`src/rtl/ascii_sum_ctrl_if.sv`:
```
// Character-stream handshake bundle between the ASCII front end, the adder
// sequencer and the output/display path.
interface ascii_sum_ctrl_if;
    logic [7:0] in_char;
    logic       in_valid;
    logic       in_ready;
    logic [7:0] out_char;
    logic       out_valid;
    logic       out_ready;
    logic       busy;

    modport master (
        output in_char, in_valid, out_ready,
        input  in_ready, out_char, out_valid, busy
    );

    modport slave (
        input  in_char, in_valid, out_ready,
        output in_ready, out_char, out_valid, busy
    );
endinterface

```
`src/rtl/ascii_sum_ctrl.sv`:
```
// Serial ASCII decimal adder sequencer: parses "A+B=", adds LSD first through one
// shared BCD slice and streams the NDIG+1 digit sum (or a single '?') back out.
module ascii_sum_ctrl #(
    parameter int NDIG = 4
) (
    input  logic            clk,
    input  logic            rst,
    ascii_sum_ctrl_if.slave bus
);
    localparam int CW = $clog2(NDIG + 2);
    localparam int IW = $clog2(NDIG + 1);
    localparam int DW = 4 * NDIG;

    localparam logic [7:0] CH_PLUS = 8'h2B;
    localparam logic [7:0] CH_EQ   = 8'h3D;
    localparam logic [7:0] CH_QM   = 8'h3F;
    localparam logic [7:0] CH_0    = 8'h30;
    localparam logic [7:0] CH_9    = 8'h39;

    typedef enum logic [2:0] {
        GET_A   = 3'd0,
        GET_B   = 3'd1,
        ADD     = 3'd2,
        EMIT    = 3'd3,
        DRAIN   = 3'd4,
        ERR_OUT = 3'd5
    } state_t;

    // One-digit BCD add slice, result is {carry_out, digit}.
    function automatic logic [4:0] bcd_add(input logic [3:0] a, input logic [3:0] b,
                                           input logic c);
        logic [4:0] s;
        logic [4:0] t;
        s = {1'b0, a} + {1'b0, b} + {4'b0000, c};
        t = s - 5'd10;
        if (s > 5'd9) begin
            bcd_add = {1'b1, t[3:0]};
        end else begin
            bcd_add = s;
        end
    endfunction

    state_t         state_r;
    logic [DW-1:0]  a_r;
    logic [DW-1:0]  b_r;
    logic [DW-1:0]  r_r;
    logic [CW-1:0]  cnt_a_r;
    logic [CW-1:0]  cnt_b_r;
    logic [IW-1:0]  idx_r;
    logic           carry_r;
    logic           in_ready_r;
    logic           out_valid_r;
    logic [7:0]     out_char_r;
    logic           busy_r;

    logic           in_fire_s;
    logic           out_fire_s;
    logic           is_digit_s;
    logic           is_plus_s;
    logic           is_eq_s;
    logic [4:0]     slice_s;

    // Handshake qualifiers, character classification and the shared add slice.
    always_comb begin
        in_fire_s  = bus.in_valid && in_ready_r;
        out_fire_s = out_valid_r && bus.out_ready;
        is_digit_s = (bus.in_char >= CH_0) && (bus.in_char <= CH_9);
        is_plus_s  = (bus.in_char == CH_PLUS);
        is_eq_s    = (bus.in_char == CH_EQ);
        slice_s    = bcd_add(a_r[3:0], b_r[3:0], carry_r);
    end

    assign bus.in_ready  = in_ready_r;
    assign bus.out_valid = out_valid_r;
    assign bus.out_char  = out_char_r;
    assign bus.busy      = busy_r;

    // Sequencer: parse, serial add (operands shift right, result shifts in at the top), emit.
    always_ff @(posedge clk) begin
        if (rst) begin
            state_r     <= GET_A;
            a_r         <= {DW{1'b0}};
            b_r         <= {DW{1'b0}};
            r_r         <= {DW{1'b0}};
            cnt_a_r     <= {CW{1'b0}};
            cnt_b_r     <= {CW{1'b0}};
            idx_r       <= {IW{1'b0}};
            carry_r     <= 1'b0;
            in_ready_r  <= 1'b1;
            out_valid_r <= 1'b0;
            out_char_r  <= 8'h00;
            busy_r      <= 1'b0;
        end else begin
            case (state_r)
                GET_A: begin
                    if (in_fire_s) begin
                        if (is_digit_s) begin
                            if (cnt_a_r < CW'(NDIG)) begin
                                a_r     <= {a_r[DW-5:0], bus.in_char[3:0]};
                                cnt_a_r <= cnt_a_r + CW'(1);
                            end else begin
                                cnt_a_r <= CW'(NDIG + 1);
                                state_r <= DRAIN;
                            end
                        end else if (is_plus_s && (cnt_a_r != {CW{1'b0}})) begin
                            state_r <= GET_B;
                        end else if (is_eq_s) begin
                            state_r     <= ERR_OUT;
                            in_ready_r  <= 1'b0;
                            busy_r      <= 1'b1;
                            out_valid_r <= 1'b1;
                            out_char_r  <= CH_QM;
                        end else begin
                            state_r <= DRAIN;
                        end
                    end
                end
                GET_B: begin
                    if (in_fire_s) begin
                        if (is_digit_s) begin
                            if (cnt_b_r < CW'(NDIG)) begin
                                b_r     <= {b_r[DW-5:0], bus.in_char[3:0]};
                                cnt_b_r <= cnt_b_r + CW'(1);
                            end else begin
                                cnt_b_r <= CW'(NDIG + 1);
                                state_r <= DRAIN;
                            end
                        end else if (is_eq_s && (cnt_b_r != {CW{1'b0}})) begin
                            state_r    <= ADD;
                            in_ready_r <= 1'b0;
                            busy_r     <= 1'b1;
                            idx_r      <= {IW{1'b0}};
                            carry_r    <= 1'b0;
                        end else if (is_eq_s) begin
                            state_r     <= ERR_OUT;
                            in_ready_r  <= 1'b0;
                            busy_r      <= 1'b1;
                            out_valid_r <= 1'b1;
                            out_char_r  <= CH_QM;
                        end else begin
                            state_r <= DRAIN;
                        end
                    end
                end
                ADD: begin
                    a_r     <= {4'h0, a_r[DW-1:4]};
                    b_r     <= {4'h0, b_r[DW-1:4]};
                    r_r     <= {slice_s[3:0], r_r[DW-1:4]};
                    carry_r <= slice_s[4];
                    if (idx_r == IW'(NDIG - 1)) begin
                        // Final carry is the MSB character, presented straight away.
                        state_r     <= EMIT;
                        idx_r       <= IW'(NDIG);
                        out_valid_r <= 1'b1;
                        out_char_r  <= {4'h3, 3'b000, slice_s[4]};
                    end else begin
                        idx_r <= idx_r + IW'(1);
                    end
                end
                EMIT: begin
                    if (out_fire_s) begin
                        if (idx_r == {IW{1'b0}}) begin
                            state_r     <= GET_A;
                            a_r         <= {DW{1'b0}};
                            b_r         <= {DW{1'b0}};
                            r_r         <= {DW{1'b0}};
                            cnt_a_r     <= {CW{1'b0}};
                            cnt_b_r     <= {CW{1'b0}};
                            carry_r     <= 1'b0;
                            in_ready_r  <= 1'b1;
                            out_valid_r <= 1'b0;
                            busy_r      <= 1'b0;
                        end else begin
                            out_char_r <= {4'h3, r_r[DW-1 -: 4]};
                            r_r        <= {r_r[DW-5:0], 4'h0};
                            idx_r      <= idx_r - IW'(1);
                        end
                    end
                end
                DRAIN: begin
                    if (in_fire_s && is_eq_s) begin
                        state_r     <= ERR_OUT;
                        in_ready_r  <= 1'b0;
                        busy_r      <= 1'b1;
                        out_valid_r <= 1'b1;
                        out_char_r  <= CH_QM;
                    end else begin
                        state_r <= DRAIN;
                    end
                end
                ERR_OUT: begin
                    if (out_fire_s) begin
                        state_r     <= GET_A;
                        a_r         <= {DW{1'b0}};
                        b_r         <= {DW{1'b0}};
                        r_r         <= {DW{1'b0}};
                        cnt_a_r     <= {CW{1'b0}};
                        cnt_b_r     <= {CW{1'b0}};
                        carry_r     <= 1'b0;
                        in_ready_r  <= 1'b1;
                        out_valid_r <= 1'b0;
                        busy_r      <= 1'b0;
                    end
                end
                default: begin
                    state_r     <= GET_A;
                    in_ready_r  <= 1'b1;
                    out_valid_r <= 1'b0;
                    busy_r      <= 1'b0;
                end
            endcase
        end
    end
endmodule

```
`src/flat_wrapper.sv`:
```
// flat-port wrapper written by rule: the top's interface ports become plain ports
module ascii_sum_ctrl_flat 
#(
    parameter int NDIG = 4
)
  (clk, rst, bus_in_char, bus_in_valid, bus_out_ready, bus_in_ready, bus_out_char, bus_out_valid, bus_busy);
  ascii_sum_ctrl_if bus_i ();
  input  logic clk;
  input  logic rst;
  input wire logic [$bits(bus_i.in_char)-1:0] bus_in_char;
  input wire logic [$bits(bus_i.in_valid)-1:0] bus_in_valid;
  input wire logic [$bits(bus_i.out_ready)-1:0] bus_out_ready;
  output wire logic [$bits(bus_i.in_ready)-1:0] bus_in_ready;
  output wire logic [$bits(bus_i.out_char)-1:0] bus_out_char;
  output wire logic [$bits(bus_i.out_valid)-1:0] bus_out_valid;
  output wire logic [$bits(bus_i.busy)-1:0] bus_busy;
  assign bus_i.in_char = bus_in_char;
  assign bus_i.in_valid = bus_in_valid;
  assign bus_i.out_ready = bus_out_ready;
  assign bus_in_ready = bus_i.in_ready;
  assign bus_out_char = bus_i.out_char;
  assign bus_out_valid = bus_i.out_valid;
  assign bus_busy = bus_i.busy;
  ascii_sum_ctrl #(.NDIG(NDIG)) u_core (.clk(clk), .rst(rst), .bus(bus_i));
endmodule
```
`config.mk`:
```
export PLATFORM = sky130hd
export DESIGN_NAME = ascii_sum_ctrl_flat
export DESIGN_NICKNAME = d
export VERILOG_FILES = /design/src/rtl/ascii_sum_ctrl_if.sv /design/src/rtl/ascii_sum_ctrl.sv /design/src/flat_wrapper.sv
export SDC_FILE = /design/constraint.sdc
export NUM_CORES = 1
export LEC_CHECK = 0
export CAP_MARGIN = 5
export CORE_MARGIN = 10
export CORE_UTILIZATION = 47
export CTS_BUF_LIST = sky130_fd_sc_hd__clkbuf_8
export DETAILED_ROUTE_END_ITERATION = 10
export HOLD_SLACK_MARGIN = 0.12
export PLACE_DENSITY = 0.75
export SLEW_MARGIN = 20
export SYNTH_ARGS = -nofsm -noshare
export SYNTH_HDL_FRONTEND = slang
export SYNTH_SLANG_ARGS = --single-unit
export TNS_END_PERCENT = 5
```
`constraint.sdc`:
```
create_clock -name clk -period 7.3 [get_ports clk]
set_input_delay 1.46 -clock clk [delete_from_list [all_inputs] [get_ports clk]]
set_output_delay 1.46 -clock clk [all_outputs]
set_load 0.02 [all_outputs]
```
* Word level (Yosys, flattened, before mapping)
Cells that the tools add are included.
** Storage, ports and cells
- Input bits :: 12
- Output and inout port bits :: 11
- Word-level logic and storage cells :: 174
- Register bits after elaboration :: 72
** Operators by class
- Equality and inequality tests :: 27
- Bitwise gates (word level) :: 1
- Add/subtract/negate cells :: 7
- $lt $le $gt $ge :: 5
- Reductions and logical operators :: 28
- Multiplexer cells :: 94
** Operators with widths (number)
- two-way mux 16 bit :: 11
- case mux 16 bit (4 select lines) :: 2
- two-way mux 8 bit :: 11
- two-way mux 3 bit :: 24
- case mux 16 bit (3 select lines) :: 1
- case mux 8 bit (5 select lines) :: 1
- two-way mux 1 bit :: 35
- case mux 3 bit (3 select lines) :: 3
- != test 2 x 1 -> 1 bit (second input constant) :: 12
- AND reduction 11 bit :: 2
- AND reduction 7 bit :: 3
- case mux 1 bit (6 select lines) :: 3
- case mux 3 bit (6 select lines) :: 1
- AND reduction 6 bit :: 3
- nonzero test 3 bit :: 6
- equality test 8 x 6 -> 1 bit (second input constant) :: 2
- != test 2 bit (second input constant) :: 5
- AND reduction 10 bit :: 1
- adder 3 x 1 -> 3 bit (second input constant) :: 3
- equality test 3 x 2 -> 1 bit (second input constant) :: 3
- >= comparator 8 x 6 -> 1 bit (second input constant) :: 1
- less-or-equal comparator 8 x 6 -> 1 bit (second input constant) :: 1
- AND reduction 8 bit :: 1
- nonzero test 4 bit :: 2
- other kinds (16) :: 25

* Depth between registers and ports, before layout
Gate-level depths: netlist (run 1).
- Word-level depth :: 6
- Gate-level depth with buffers :: 10
- Depth with buffers taken out :: 10

* Least setup slack after synthesis (run 1)
Ideal clock, no wire load.
- Path kind :: input port to flip-flop
- From :: input bus_in_char[6]
- To :: register u_core.out_valid_r (netlist: u_core.bus.out_valid)
- Cell stages on the path :: 5
- Path slack :: 4.525 ns
- Library setup time :: 0.116 ns
- Data required time :: 7.184 ns
- Data arrival time :: 2.660 ns
- Cell sequence :: and4bb_2 a22o_1 a211o_1 o311a_1 a31o_1
** Between the ends
- Longest elaborated chain between the ends :: 6
- Elaborated cells on any way between the ends :: 22
- Those cells by class :: order compare (2); eq/ne (7); mux (8); reduce/logical (5)
** RTL lines
- from (decl) :: line flat_wrapper.sv:10 : input wire logic [$bits(bus_i.in_char)-1:0] bus_in_char;
- parallel branches: the longest is 6 deep, another holds >= comparator 8 x 6 -> 1 bit
- to (signal assigned) :: line ascii_sum_ctrl.sv:90 : out_valid_r <= 1'b0;
- to (signal assigned) :: line ascii_sum_ctrl.sv:111 : out_valid_r <= 1'b1;
- to (signal assigned) :: line ascii_sum_ctrl.sv:138 : out_valid_r <= 1'b1;
- to (decl) :: line ascii_sum_ctrl.sv:52 : logic out_valid_r;
Several ways; the timed one is not identified. The select of a mux whose other input is x is not followed.
A chain may end at the register's enable or synchronous reset.

* Worst setup path after layout (run 1)
- From :: input bus_in_char[2]
- To :: register u_core.b_r[7]
** Between the ends
- Longest elaborated chain between the ends :: 4
- Elaborated cells on any way between the ends :: 5
- Those cells by class :: order compare (2); eq/ne (1); reduce/logical (2)
** RTL lines
- >= comparator 8 x 6 -> 1 bit / less-or-equal comparator 8 x 6 -> 1 bit (equally long branches) :: line ascii_sum_ctrl.sv:67 : is_digit_s = (bus.in_char >= CH_0) && (bus.in_char <= CH_9);
- logical AND 1 bit * :: line ascii_sum_ctrl.sv:67
- != test 2 x 1 -> 1 bit (no line) *
- AND reduction 7 bit (no line) *
- to (signal assigned) :: line ascii_sum_ctrl.sv:83 : b_r <= {DW{1'b0}};
- to (signal assigned) :: line ascii_sum_ctrl.sv:122 : b_r <= {b_r[DW-5:0], bus.in_char[3:0]};
- to (signal assigned) :: line ascii_sum_ctrl.sv:147 : b_r <= {4'h0, b_r[DW-1:4]};
- to (decl) :: line ascii_sum_ctrl.sv:45 : logic [DW-1:0] b_r;
Every way passes the cells marked *; elsewhere a longest branch is shown, timed or not.

==> metrics.txt, run 1 <==
outcome complete, no violations; Final min period 3.227 ns; # fillers 720; RSZ-0062 raised after global routing false; vias in the first global route 3244; Core Region 0.007848 mm²; CP startpoint kind input port; largest net degree at the start of global routing 63; Top FF cell, synth dfxtp_1; Clock Tree Buf Depth 2; initial antenna violation count 0; I/O Buffers 20; DR pass1 iterations 5; P_leak 1.425 nW; setup TNS 0 ns; Initial Util 49.19%; Yosys top cell by area dfxtp_1; Die Ht 110.6 µm; clock buffer count from CTS 9; Worst R2R End u_core.r_r[15]$_SDFFE_PP0P_; Least-Margin Pin Slew 0.9568 ns; Nets 488; period utilisation layout 44.21%; First DRT Iteration DRCs 278; Critical Path Start bus_in_char[2]; synthesized area 0.003860 mm²; Clock transition at path regs 0.08 ns; Worst R2R Setup Slack 4.10 ns; Worst R2R Path Depth 6; row cnt 32; Avg Synthesized Cell Area 8.391 µm²; final hold vios 0; Min Hold Slack 0.4735 ns; CP max FO 32; Worst Hold Class reg -> reg; Synth top area share 35.79%; CP required 7.56 ns; Final ANT Viol Nets 0; CTS root buffer clkbuf_8; CP endpoint u_core.b_r[7]$_SDFFE_PP0P_; first-pass GRT wire length 15900 µm; ys async rst share 0%; CP arrival 3.49 ns; post-CTS sizing 0; Setup Buffers After CTS 0; Final WS setup 4.073 ns; Max Cap Viol 0; Routed WL per cell 16.37 µm; Max transition margin 35.79%; # hold bufs at CTS 0; Max Clock Skew 0.01026 ns; gp weighted congestion 0.9383; H-tree levels 3; die area 0.01224 mm²; Final Setup Violations 0; Worst VDD drop 0.0001012 V; number of remaining DRC errors 0; IO Pins 23; largest cells by area after synthesis dfxtp_1 36%, nor2_1 6.4%, ha_1 4.2%, nand3_1 3.8%, a21oi_1 3.6%; Synth Register Bits 69; RR Startpoint u_core.state_r[0]$_SDFFE_PP0P_; Power Density 197.3 mW/mm²; share of cells above drive strength 1 10.52%; dpl ws 3.735 ns; post-DP HPWL 6229 µm; # clock sinks 69; Mapped Cells 460; Highest Clock Rate 309.8 MHz; Vias/cell 6.072; via count 3449; Setup CP Type in -> reg; GRT Util Overall 14.85%; area delta synth->final 10.89%; sequential share of the synthesized area 35.79%; synth warn 0; CTS tree yes; Synth cell types 72; clk_lat worst skew 0.35 ns; Die Span X 110.6 µm; critical path endpoint category flip-flop; ANT cells 0; EDFF count, synth 0; Final Max Tran Viols 0; drt total wl 9296 µm; grt total ovfl 0
-- worst min-delay path by stage --
stage	start	to	slack [ns]	cells past startpoint
finish	u_core.b_r[14]$_SDFFE_PP0P_	u_core.b_r[14]$_SDFFE_PP0P_	0.47	2
CTS	u_core.a_r[12]$_SDFFE_PP0P_	u_core.a_r[12]$_SDFFE_PP0P_	0.47	2
global placement	u_core.bus.busy$_SDFFE_PP0P_	u_core.bus.busy$_SDFFE_PP0P_	0.45	1
detailed placement	u_core.a_r[12]$_SDFFE_PP0P_	u_core.a_r[12]$_SDFFE_PP0P_	0.46	2
floorplan	u_core.b_r[13]$_SDFFE_PP0P_	u_core.b_r[13]$_SDFFE_PP0P_	0.45	2
global route	u_core.b_r[14]$_SDFFE_PP0P_	u_core.b_r[14]$_SDFFE_PP0P_	0.49	2
-- registers in the layout, summed over array words and instances, names as in the netlist --
register,cells
u_core.cnt_b_r,3
u_core.bus.out_valid,1
u_core.bus.busy,1
u_core.bus.out_char,5
u_core.idx_r,3
u_core.r_r,16
u_core.state_r,3
u_core.bus.in_ready,1
u_core.cnt_a_r,3
u_core.carry_r,1
u_core.b_r,16
u_core.a_r,16
-- synthesized netlist by cell type, types with 13 or more instances --
| library cell | number |
|---|---|
| dfxtp_1 | 69 |
| nor2_1 | 66 |
| nand3_1 | 29 |
| a21oi_1 | 28 |
| nand2_1 | 26 |
| inv_1 | 16 |
| nor3_1 | 15 |
| clkbuf_1 | 14 |
| a22oi_1 | 13 |
| buf_2 | 13 |
| ha_1 | 13 |
| o21ai_0 | 13 |
-- critical path, stage by stage --
cell and delay, ns:
clkdlybuf4s50_1 0.53, o21ai_1 0.31, a31o_1 0.19, a21oi_1 0.09
a211oi_4 0.20, buf_4 0.36, nor2_1 0.09, a311oi_2 0.24
-- layer usage --
metal / vias to the layer above / global-route usage (%) / part of all wire [%]
met5: - / 0 / 0
met4: 0 / 3.800 / 1.1
met2: 135 / 23.08 / 46
met3: 13 / 3.566 / 7.1
met1: 1611 / 19.99 / 46
li1: 1690 / - / -
-- cell usage in the layout, fill, tap and decap left out, types with 9 or more instances in the layout --
cell type,count
a221oi_1,10
o21ai_0,13
clkdlybuf4s50_1,19
a21oi_1,28
dfxtp_1,69
inv_1,16
nand2_1,26
nor3_1,15
a311oi_1,9
nand2b_1,11
nor2_1,65
a22oi_1,13
ha_1,13
clkbuf_8,11
nand3_1,29
-- cell type report --
class / instances / area [µm²] / area share [%]
inverters: 17 / 63.81 / 1.491
clock buffers: 11 / 151.4 / 3.537
flip-flops and latches: 69 / 1381 / 32.27
well taps: 102 / 127.6 / 2.982
multi-input cells: 339 / 2242 / 52.38
repair buffers: 25 / 232.7 / 5.437
clock inverters: 5 / 81.33 / 1.900
-- metrics by stage --
stage,power (mW),instances,utilization [%],instance area [µm²]
6_report,0.8444,568,54.54,4280
5_1_grt,0.8719,568,54.54,4280
4_1_cts,0.8444,568,54.54,4280
3_5_place_dp,0.4877,552,51.58,4048
3_3_place_gp,0.4858,552,51.58,4048
2_1_floorplan,0.4624,461,-,3864
-- logic make-up (layout without fill, tap and decap cells) --
family | after synthesis | count (layout) | synth area share (%)
DFF | 69 | 69 | 35.79
xor gates and xnor gates | 2 | 2 | 0.4539
buffers and inverters | 53 | 58 | 6.385
AOI/OAI and AO/OA | 137 | 137 | 27.75
muxes | 5 | 5 | 1.297
adders and majority gates | 15 | 15 | 5.251
other | 1 | 2 | 0.09715
and+or+nand+nor | 178 | 178 | 22.98
-- power breakdown --
group,internal [mW],switching (mW)
Clock,0.212,0.152
Sequential,0.386,0.0111
Combinational,0.0349,0.0490
Note: power is estimated with default switching activity, not from simulation.
==> inputs of run 2 (changes only) <==
- clock period: 7.3 -> 3.03 ns (I/O delays scaled with it)
==> metrics.txt, run 2 (synthesized netlist as in run 1, its figures left out) <==
Sw Ratio 25.67% (+0.57 points); clock buffer count from CTS 9 (unchanged); Max transition margin 37.42% (+1.6 points); ANT cells 0 (unchanged); P_leak 1.479 nW (+3.8%); Highest Clock Rate 351.8 MHz; # hold bufs at CTS 0 (unchanged); CP max stage cell fa_1; Setup Buffers After CTS 0 (unchanged); Worst Hold Class reg -> reg; Vias/cell 6.087 (+0.24%); Top cell by count, worst path fa_1; most common cell after layout, fill and taps aside dfxtp_1; clk_lat worst skew 0.35 ns (about the same); Final min period 2.843 ns; Combinational Power Share 10.4% (+0.5 points); CTS root buffer clkbuf_8; Setup CP Type reg -> reg; H-tree levels 3 (unchanged); first-pass GRT wire length 16500 µm (+3.8%); vias in the first global route 3279 (+1.1%); Core Region 0.007848 mm² (unchanged); Routed WL per cell 16.86 µm (+3.0%); Non-Filler Instances 578 (+1.8%); buffer and inverter count on the worst path 0 (-2); Critical Path Start u_core.carry_r$_SDFFE_PP0P_; First DRT Iteration DRCs 248 (-11%); row cnt 32 (unchanged); hold_sp u_core.a_r[13]$_SDFFE_PP0P_; drt total wl 9744 µm (+4.8%); CP required 3.27 ns (-4.29 ns); IO Pins 23 (unchanged); Final Setup Violations 0 (unchanged); Internal 1.477 mW (+130%); NetSw 510.0 µW (+140%); # clock sinks 69 (unchanged); top flop regs u_core.a_r: 16 flops, u_core.b_r: 16 flops, u_core.r_r: 16 flops; Clock transition at path regs 0.07 ns (about the same); period utilisation layout 93.81%; GRT Util Overall 15.56% (+0.71 points); Clock Tree Buf Depth 2 (unchanged); Final Max Tran Viols 0 (unchanged); Max Cap Viol 0 (unchanged); CP arrival 3.08 ns (-0.41 ns); Die Ht 110.6 µm (unchanged); Power Density 455.9 mW/mm² (+130%); Top Family by Delay on Critical Path adder cells; number of remaining DRC errors 0 (unchanged); I/O Buffers 20 (unchanged); Initial Util 49.19% (unchanged); final hold vios 0 (unchanged); critical path endpoint category flip-flop; RR Startpoint u_core.carry_r$_SDFFE_PP0P_; Final ANT Viol Nets 0 (unchanged); setup TNS 0 ns (unchanged); area delta synth->final 12.90%; grt total ovfl 0 (unchanged); Worst path max stage delay 0.50 ns (-0.03 ns); largest net degree at the start of global routing 38 (-40%); DR pass1 iterations 5 (unchanged); share of cells above drive strength 1 12.39% (+1.9 points); CP startpoint kind flip-flop; gp weighted congestion 0.8763 (-6.6%); post-DP HPWL 6347 µm (+1.9%); Nets 498 (+2.0%); Layout Utilization 55.53% (+0.99 points); critical path, cell by cell fa_1, fa_1, xnor2_2, ha_1, nand2_1, a32o_1, o31ai_4, xnor2_1, a221oi_1, nor2_1; Clock Power Share 41.6% (-1.4 points); DP Cell Count 562 (+1.8%); initial antenna violation count 0 (unchanged); Die Span X 110.6 µm (unchanged); Max Clock Skew 0.009813 ns (-0.0004507 ns); RSZ-0062 raised after global routing false; Worst VDD drop 0.0003458 V (+240%); sequential share of power 48.0% (+1.0 points); Least-Margin Pin Slew 0.9352 ns (-0.02157 ns); die area 0.01224 mm² (unchanged); outcome complete, no violations; most frequent cells in the layout 69 x dfxtp_1, 65 x nor2_1, 29 x nand3_1; via count 3518 (+2.0%); CTS tree yes; CP max FO 5 (-84%)
==> run 2: area by class of cell <==
cell class | instances | area (µm²)
timing repair buffer | 35 | 320.3
clock buffer | 9 | 123.9
fill | 756 | 3490
inverter | 17 | 63.81
sequential | 69 | 1381
tap | 102 | 127.6
multi-input combinational | 339 | 2250
clock inverter | 7 | 91.34
==> run 2: worst paths after layout <==
| kind | cells past startpoint | slack [ns] | to |
|---|---|---|---|
| min reg2reg | 2 | 0.47 | u_core.a_r[13]$_SDFFE_PP0P_ |
| max | 10 | 0.19 | u_core.r_r[13]$_SDFFE_PP0P_ |
| max reg2reg | 10 | 0.19 | u_core.r_r[13]$_SDFFE_PP0P_ |
| min | 2 | 0.47 | u_core.a_r[13]$_SDFFE_PP0P_ |
==> run 2: what timing repair did <==
item | in CTS | in global routing
endpoints found under the setup margin | 0 | 1
endpoints found under the hold margin | 0 | 0
gates resized for setup | 0 | 1
==> run 2: metal layers <==
metal	global-route usage (%)	part of all wire [%]
met1	20.90	49
met2	23.55	45
met3	3.782	4.7
met4	5.440	1.4
met5	0	0
==> run 2: per-stage QoR <==
| stage | setup slack (ns) | instance area [µm²] | hold slack (ns) | power [mW] |
|---|---|---|---|---|
| CTS | 0.1035 | 4350 | 0.4735 | 2.002 |
| detailed placement | 0.1261 | 4135 | 0.4600 | 1.177 |
| global route | 0.01136 | 4358 | 0.5012 | 2.064 |
| global placement | 0.2012 | 4135 | 0.4508 | 1.173 |
| finish | 0.1874 | 4358 | 0.4703 | 1.987 |
| floorplan | 0.3133 | 3864 | 0.4454 | 1.114 |
==> run 2: power groups by stage <==
stage          Sequential (mW)  Clock [mW]  Combinational (mW)
3_5_place_dp             0.975           0               0.202
3_3_place_gp             0.975           0               0.198
4_1_cts                  0.954       0.843               0.204
2_1_floorplan            0.972           0               0.142
5_1_grt                  0.958       0.877               0.229
6_report                 0.955       0.826               0.206
==> run 2: worst reg2reg max path, delay by kind of cell (launching register included) <==
family          cells  cell delay [ns]
simple gates        2             0.13
xor+xnor            2             0.38
compound gates      3             0.72
flops               1             0.33
fa+ha+maj           3             1.18
==> inputs of run 3 (changes only) <==
==> constraint.sdc (replaced) <==
create_clock -name clk -period 3.03 [get_ports clk]
set_input_delay 0.909 -clock clk [delete_from_list [all_inputs] [get_ports clk]]
set_output_delay 0.909 -clock clk [all_outputs]
set_load 0.02 [all_outputs]
==> metrics.txt, run 3 (synthesized netlist as in run 1, its figures left out) <==
DR pass1 iterations 5 (unchanged); Worst R2R Path Depth 10 (unchanged); RSZ-0062 raised after global routing false; CP startpoint kind flip-flop; # clock sinks 69 (unchanged); Vias/cell 5.993 (-1.5%); Clock transition at path regs 0.07 ns (about the same); top flop regs u_core.a_r: 16 flops, u_core.b_r: 16 flops, u_core.r_r: 16 flops; Die Span X 110.6 µm (unchanged); initial antenna violation count 0 (unchanged); Setup Buffers After CTS 0 (unchanged); setup TNS 0 ns (unchanged); first-pass GRT wire length 16430 µm (-0.46%); via count 3488 (-0.85%); row cnt 32 (unchanged); most common cell after layout, fill and taps aside dfxtp_1; clock buffer count from CTS 9 (unchanged); Highest Clock Rate 346.9 MHz (-1.4%); area delta synth->final 13.23%; GRT Util Overall 15.47% (-0.090 points); die area 0.01224 mm² (unchanged); Worst VDD drop 0.0001961 V (-43%); Clock Tree Buf Depth 2 (unchanged); Final min period 2.883 ns (+0.04025 ns); CTS root buffer clkbuf_8; Die Ht 110.6 µm (unchanged); IO Pins 23 (unchanged); grt total ovfl 0 (unchanged); Nets 502 (+0.80%); Final Max Tran Viols 0 (unchanged); Initial Util 49.19% (unchanged); Worst path max stage delay 0.51 ns (about the same); number of remaining DRC errors 0 (unchanged); CP max FO 5 (unchanged); CP max stage cell fa_1; Min Hold Slack 0.4720 ns (+0.001628 ns); outcome complete, no violations; Final ANT Viol Nets 0 (unchanged); critical path endpoint category flip-flop; Routed WL per cell 16.82 µm (-0.20%); CTS tree yes; clk_lat worst skew 0.35 ns (about the same); Max Cap Viol 0 (unchanged); Least-Margin Pin Slew 0.9587 ns (+0.02352 ns); critical path, cell by cell fa_1, fa_1, xnor2_2, ha_1, nand2_1, a32o_1, o31ai_4, xnor2_1, a221oi_1, nor2_1; First DRT Iteration DRCs 277 (+12%); Core Region 0.007848 mm² (unchanged); vias in the first global route 3355 (+2.3%); buffer and inverter count on the worst path 0 (unchanged); Top Family by Delay on Critical Path adder cells; period utilisation layout 95.14% (+1.3 points); CP arrival 3.11 ns (+0.03 ns); hold depth 2 (unchanged); H-tree levels 3 (unchanged); Worst path depth 10 (unchanged); largest net degree at the start of global routing 35 (-7.9%); gp weighted congestion 0.9237 (+5.4%); ANT cells 0 (unchanged); final hold vios 0 (unchanged); Max Clock Skew 0.01194 ns (+0.002131 ns); Final Setup Violations 0 (unchanged); Top cell by count, worst path fa_1; share of cells above drive strength 1 13.33% (+0.94 points); Power Density 430.9 mW/mm² (-5.5%); drt total wl 9792 µm (+0.49%); CP required 3.26 ns (about the same); Max transition margin 35.85% (-1.6 points); I/O Buffers 20 (unchanged); Setup CP Type reg -> reg; P_leak 1.477 nW (-0.17%); most frequent cells in the layout 69 x dfxtp_1, 65 x nor2_1, 29 x nand3_1; post-DP HPWL 6795 µm (+7.1%); Worst Hold Class reg -> reg
==> run 3: repair_timing <==
item | 4_1_cts | 5_1_grt
endpoints found under the setup margin | 0 | 2
gates resized for setup | 0 | 1
hold buffers | 0 | 0
==> run 3: final timing paths <==
| check | to | startpoint | slack [ns] |
|---|---|---|---|
| worst max-delay path | u_core.r_r[13]$_SDFFE_PP0P_ | u_core.b_r[0]$_SDFFE_PP0P_ | 0.15 |
| worst min register to register | u_core.a_r[15]$_SDFFE_PP0P_ | u_core.a_r[15]$_SDFFE_PP0P_ | 0.47 |
| worst max register to register | u_core.r_r[13]$_SDFFE_PP0P_ | u_core.b_r[0]$_SDFFE_PP0P_ | 0.15 |
| worst min-delay path | u_core.a_r[15]$_SDFFE_PP0P_ | u_core.a_r[15]$_SDFFE_PP0P_ | 0.47 |
==> run 3: layout make-up <==
class,count,area (µm²)
fillers,728,3477
repair buffers,39,362.8
clock inverters,5,33.78
clock buffers,11,151.4
multi-input cells,339,2250
well taps,102,127.6
inverters,17,63.81
flip-flops and latches,69,1381
==> run 3: power breakdown <==
part	leakage, nW	switching, mW	internal (mW)
Sequential	0.559	0.0261	0.930
Clock	0.0917	0.372	0.342
Combinational	0.826	0.121	0.0919
==> run 3: stage by stage <==
step	total power, mW	utilization, %	cells	worst slack, ns	area [µm²]
6_report	1.883	55.69	582	0.1472	4370
3_5_place_dp	1.186	53.24	566	0.06912	4178
2_1_floorplan	1.114	-	461	0.3133	3864
5_1_grt	1.953	55.69	582	0.01324	4370
3_3_place_gp	1.180	53.24	566	0.1628	4178
4_1_cts	1.892	55.60	582	0.03997	4363
==> run 3: per-layer routing <==
metal  GRT usage (%)  vias to the layer above  wire length, µm
met5               0                        -                0
met4           4.318                        0               80
met3           3.620                        6              582
met2           23.28                      105             4393
met1           21.36                     1660             4735
li1                -                     1717                -
==> run 3: worst min-delay path, stage by stage (launching register included) <==
cell      delay [ns]
dfxtp_1         0.31
nand2b_1        0.06
a21oi_1         0.05
